$ cat src/rtl/fetch_queue.sv
// Multi-entry ready/valid buffer carrying {PC, instruction} from fetch to decode.
// It has a circular buffer with arbitrary depth, supports simultaneous push/pop,
// and provides a synchronous flush. A NOP payload is presented whenever it is empty.
`timescale 1ns/1ps
module fetch_queue #(
    parameter int InstrWidth = 32,
    parameter int PcWidth    = 64,
    parameter int Depth      = 2,
    parameter logic [InstrWidth-1:0] NopInstr = InstrWidth'(32'h0000_0013),
    localparam int CntWidth  = $clog2(Depth + 1)
) (
    input  logic                  clk_i,
    input  logic                  reset_ni,
    input  logic                  pipeline_flush_i,
    input  logic                  valid_i,
    output logic                  ready_o,
    input  logic [InstrWidth-1:0] instruction_i,
    input  logic [PcWidth-1:0]    PC_i,
    output logic                  valid_o,
    input  logic                  ready_i,
    output logic [InstrWidth-1:0] instruction_o,
    output logic [PcWidth-1:0]    PC_o,
    output logic [CntWidth-1:0]   occupancy_o
);

    localparam int PtrWidth = (Depth > 1) ? $clog2(Depth) : 1;
    localparam logic [PtrWidth-1:0] LastPtr = PtrWidth'(Depth - 1);
    localparam logic [CntWidth-1:0] FullCnt = CntWidth'(Depth);

    logic [PtrWidth-1:0] wptr_q, wptr_d;
    logic [PtrWidth-1:0] rptr_q, rptr_d;
    logic [CntWidth-1:0] count_q, count_d;
    logic [PcWidth+InstrWidth-1:0] mem_q [Depth];
    logic push, pop;

    // Pointers wrap explicitly at Depth-1 so non-power-of-2 depths work.
    function automatic logic [PtrWidth-1:0] ptr_inc(input logic [PtrWidth-1:0] p);
        return (p == LastPtr) ? '0 : p + 1'b1;
    endfunction

    // ready_o depends only on registered count, never on ready_i.
    assign ready_o     = (count_q != FullCnt);
    assign valid_o     = (count_q != '0);
    assign push        = valid_i & ready_o;
    assign pop         = valid_o & ready_i;
    assign occupancy_o = count_q;

    always_comb begin
        wptr_d  = wptr_q;
        rptr_d  = rptr_q;
        count_d = count_q;
        if (pipeline_flush_i) begin
            wptr_d  = '0;
            rptr_d  = '0;
            count_d = '0;
        end else begin
            if (push) wptr_d = ptr_inc(wptr_q);
            if (pop)  rptr_d = ptr_inc(rptr_q);
            case ({push, pop})
                2'b10:   count_d = count_q + 1'b1;
                2'b01:   count_d = count_q - 1'b1;
                default: count_d = count_q;
            endcase
        end
    end

    always_ff @(posedge clk_i or negedge reset_ni) begin
        if (!reset_ni) begin
            wptr_q  <= '0;
            rptr_q  <= '0;
            count_q <= '0;
        end else begin
            wptr_q  <= wptr_d;
            rptr_q  <= rptr_d;
            count_q <= count_d;
        end
    end

    // Storage is left uninitialised; it is masked by the empty check below.
    always_ff @(posedge clk_i) begin
        if (push && !pipeline_flush_i) begin
            mem_q[wptr_q] <= {PC_i, instruction_i};
        end
    end

    always_comb begin
        instruction_o = NopInstr;
        PC_o          = '0;
        if (valid_o) begin
            {PC_o, instruction_o} = mem_q[rptr_q];
        end
    end

endmodule

$ cat config.mk
export PLATFORM = sky130hd
export DESIGN_NAME = fetch_queue
export DESIGN_NICKNAME = d
export VERILOG_FILES = /design/src/rtl/fetch_queue.sv
export SDC_FILE = /design/constraint.sdc
export NUM_CORES = 1
export LEC_CHECK = 0
export ABC_CLOCK_PERIOD_IN_PS = 10700
export CAP_MARGIN = 20
export CORE_MARGIN = 2
export CORE_UTILIZATION = 48
export CTS_BUF_LIST = sky130_fd_sc_hd__clkbuf_4 sky130_fd_sc_hd__clkbuf_8 sky130_fd_sc_hd__clkbuf_16
export DETAILED_ROUTE_END_ITERATION = 8
export PLACE_DENSITY = 0.79
export REMOVE_ABC_BUFFERS = 1
export SETUP_SLACK_MARGIN = 0.4
export SYNTH_ARGS = -nofsm -noshare
export SYNTH_HDL_FRONTEND = slang
export SYNTH_SLANG_ARGS = --single-unit
$ cat constraint.sdc
create_clock -name clk_i -period 10.7 [get_ports clk_i]
set_input_delay 3.21 -clock clk_i [delete_from_list [all_inputs] [get_ports clk_i]]
set_output_delay 3.21 -clock clk_i [all_outputs]
set_load 0.02 [all_outputs]
==> metrics.md <==
| Metric | Value |
|---|---|
| Outcome | `completed` |
| Seq/Total Area, Yosys | `~79%` |
| DIE AREA | `approximately 0.017 mm²` |
| Power share of the clock group | `a little over a third` |
| Peak VDD IR | `roughly 100 µV` |
| # hold bufs at CTS | `0` |
| Final Total Pwr | `about 1700 µW` |
| WL met2 | `between 7000 and 8000 µm` |
| Pwr dens | `roughly 170 mW/mm²` |
| Post-route DRC | `0` |
| First-pass GRT wire length | `approximately 22000 µm` |
| Pint | `roughly 1300 µW` |
| Hold_ws | `just over 600 ps` |
| Number of antenna violations at the first check in global routing | `0` |
| Worst Hold Class | `reg -> reg` |
| Critical-path top delay cell | `dfrtp_4` |
| Die Wd | `approximately 130 µm` |
| Cell Chain, Critical Path | `buf_4 > mux2i_1 > nand2_1 > clkdlybuf4s50_1` |
| CTS Buffer Depth | `2` |
| Met3 WL | `884 µm` |
| Register area | `0.005869 mm²` |
| 1st-iter DRT viols | `300` |
| RSZ-0062 raised after global routing | `false` |
| Via Count | `around 4200` |
| Final setup violation count | `0` |
| H-tree depth | `4` |
| Worst-path clk slew | `60 ps` |
| Largest net degree at the start of global routing | `54` |
| Multi-input combinational cell area | `0.001463 mm²` |
| Grt total ovfl | `0` |
| Critical setup path kind | `reg -> out` |
| Final instance area | `a little over 0.01 mm²` |
| Max layer used | `met4` |
| Post-CTS resize count | `0` |
| Cell variety after synth | `24` |
| FF+latch count, synth | `~200` |
| Startpoint types | `flip-flop` |
| Post-layout min period | `around 6400 ps` |
| Clock latency on the worst-skew pair | `between 400 and 500 ps` |
| Synthesized area per cell | `approximately 17 µm²` |
| Routed len/inst | `17.32 µm` |
| Worst Skew | `6.707 ps` |
| WL final | `roughly 14000 µm` |
| Number of nets with antenna violations after routing | `0` |
| Complex-gate fraction of the synthesized area | `less than 1%` |
| Dpl cell area | `0.009625 mm²` |
| Total CTS buffers | `17` |
| Max Cap Viol | `0` |
| Max Clk Rate | `around 160 MHz` |
| Synth top area share | `approximately 77%` |
| CP max FO | `53` |
| Simple-Gate Fraction of Synth Area | `under 10%` |
| Post-DP HPWL | `9637 µm` |
| Core area | `0.01520 mm²` |
| Die height | `128.7 µm` |
| Crit share post-route | `~60%` |
| Worst EP arrival | `between 3000 and 4000 ps` |
| Vias per Instance | `5.053` |
| Area delta synth->final | `36.44%` |
| Synth area leader | `edfxtp_1` |
| Final core area utilization | `67.00%` |
| Root Buffer Master | `clkbuf_16` |
| CTS Sinks | `roughly 200` |
| CTS tree | `built` |
| Xor and xnor fraction of the mapped netlist area | `less than 1%` |
| Adder-cell share of the synthesized area | `0%` |
| Hold Vio Cnt, Final | `0` |
| Crit end category | `output port` |
| Flop-to-flop setup slack | `8680 ps` |
| Combinational power share | `13.4%` |
| Initial cell density of the core | `slightly below 50%` |
| Synth Instances | `approximately 430` |
| Worst Tran Pin Value | `roughly 1000 ps` |
| Final nets | `roughly 740` |
| Ranking of synthesized cells by area | `edfxtp_1 77%, mux2i_1 13%, nor2_1 4.7%` |
| Switch Pwr | `roughly 380 µW` |
| Worst EP required | `around 7500 ps` |
| Vias in the first global route | `4424` |
| Ant diodes | `0` |
| Seq pwr share | `between 50 and 60%` |
| Top Ports | `between 200 and 250` |
| Mux cell area share after synthesis | `between 10% and 20%` |
| Share of layout cells above drive strength 1 | `under 10%` |
| Pins Over Slew Limit | `0` |
| TritonRoute pass-1 iters | `4` |
| CP peak stage delay | `1020 ps` |
| DRT met1 WL | `approximately 6000 µm` |
| Sw frac | `between 20% and 30%` |
| Cell Area, Synth | `between 0.007 and 0.008 mm²` |
| # Post-CTS Setup Buffers | `0` |
| Leak | `roughly 0.0033 µW` |
| GPL Wtd Cong | `~0.72` |
| Largest family of logic cells by synthesized area | `multiplexers` |
| Worst slew margin | `approximately 34%` |
| IO Port Bufs | `200` |
| GRT Resource Usage Total | `between 10% and 20%` |
| Fill cells | `1064` |
| Yosys warns | `0` |
| Rows | `45` |
[power by group through the flow]
stage	combinational [µW]	sequential, µW	clock, µW
6_report	230	891	599
5_1_grt	246	894	640
4_1_cts	233	891	614
3_5_place_dp	232	908	0
3_3_place_gp	228	906	0
2_1_floorplan	112	916	0
[kinds of logic after synthesis]
logic type,Yosys count
simple gates,106
flops,196
buf+inv,24
mux,97
compound gates,8
xor+xnor,1
[registers in the layout, indices dropped and copies added (netlist names)]
| register | cells |
|---|---|
| mem_q | 192 |
| rptr_q | 1 |
| wptr_q | 1 |
| occupancy_o | 2 |
[routing by layer]
metal / up-vias / global-route usage (%)
li1: 2009 / -
met1: 2058 / 21.46
met2: 144 / 30.10
met3: 8 / 5.696
met4: 0 / 5.754
met5: - / 0
[worst max-delay path, delay by kind of cell, from the launching register on]
family        cells  cell delay (ps)
buf+inv           2             1280
mux               1              370
simple gates      1              100
flops             1             1020
[final timing paths]
| check | start | end | depth (start not counted) |
|---|---|---|---|
| setup / recovery | rptr_q | instruction_o[4] | 4 |
| max in group asynchronous | reset_ni | rptr_q | 1 |
| setup reg to reg | occupancy_o[1] | mem_q[1][71] | 5 |
| min in group asynchronous | reset_ni | wptr_q | 1 |
| hold reg to reg | wptr_q | wptr_q | 2 |
| hold / removal | wptr_q | wptr_q | 2 |
[synthesized netlist by cell type (all sizes together)]
library cell and instances:
a21o 1, a21oi 4, buf 20, clkbuf 1, dfrtp 4, edfxtp 192
inv 3, mux2i 97, nand2 4, nand3b 1, nor2 95, nor2b 1
nor3 1, nor3b 2, o211ai 1, o21ai 2, or2 1, or3 1
xor2 1
[metrics by stage]
stage	TNS, ps	cells	setup slack [ps]
floorplan	-20940	411	-218.1
finish	0	835	4263
global route	0	835	4069
CTS	0	835	4210
detailed placement	0	805	4677
global placement	0	805	4702
[cell type report]
type / count / area share (%)
clock buffer: 20 / 4.398
clock inverter: 10 / 1.093
inverter: 3 / 0.1106
multi-input combinational: 212 / 14.36
sequential: 196 / 57.63
tap: 188 / 2.310
timing repair buffer: 206 / 20.10
[cells in the final DEF (no fill, tap or decap), types with 2 or more instances in the layout]
cell type / instances
a21oi_1: 4
clkdlybuf4s50_1: 200
edfxtp_1: 192
clkinv_1: 2
nand2_1: 4
clkbuf_16: 17
clkbuf_4: 3
bufinv_16: 2
buf_4: 6
dfrtp_1: 3
nor2_1: 94
inv_2: 2
mux2i_1: 97
clkinvlp_4: 4
o21ai_0: 2
Note: power is estimated with default switching activity, not from simulation.
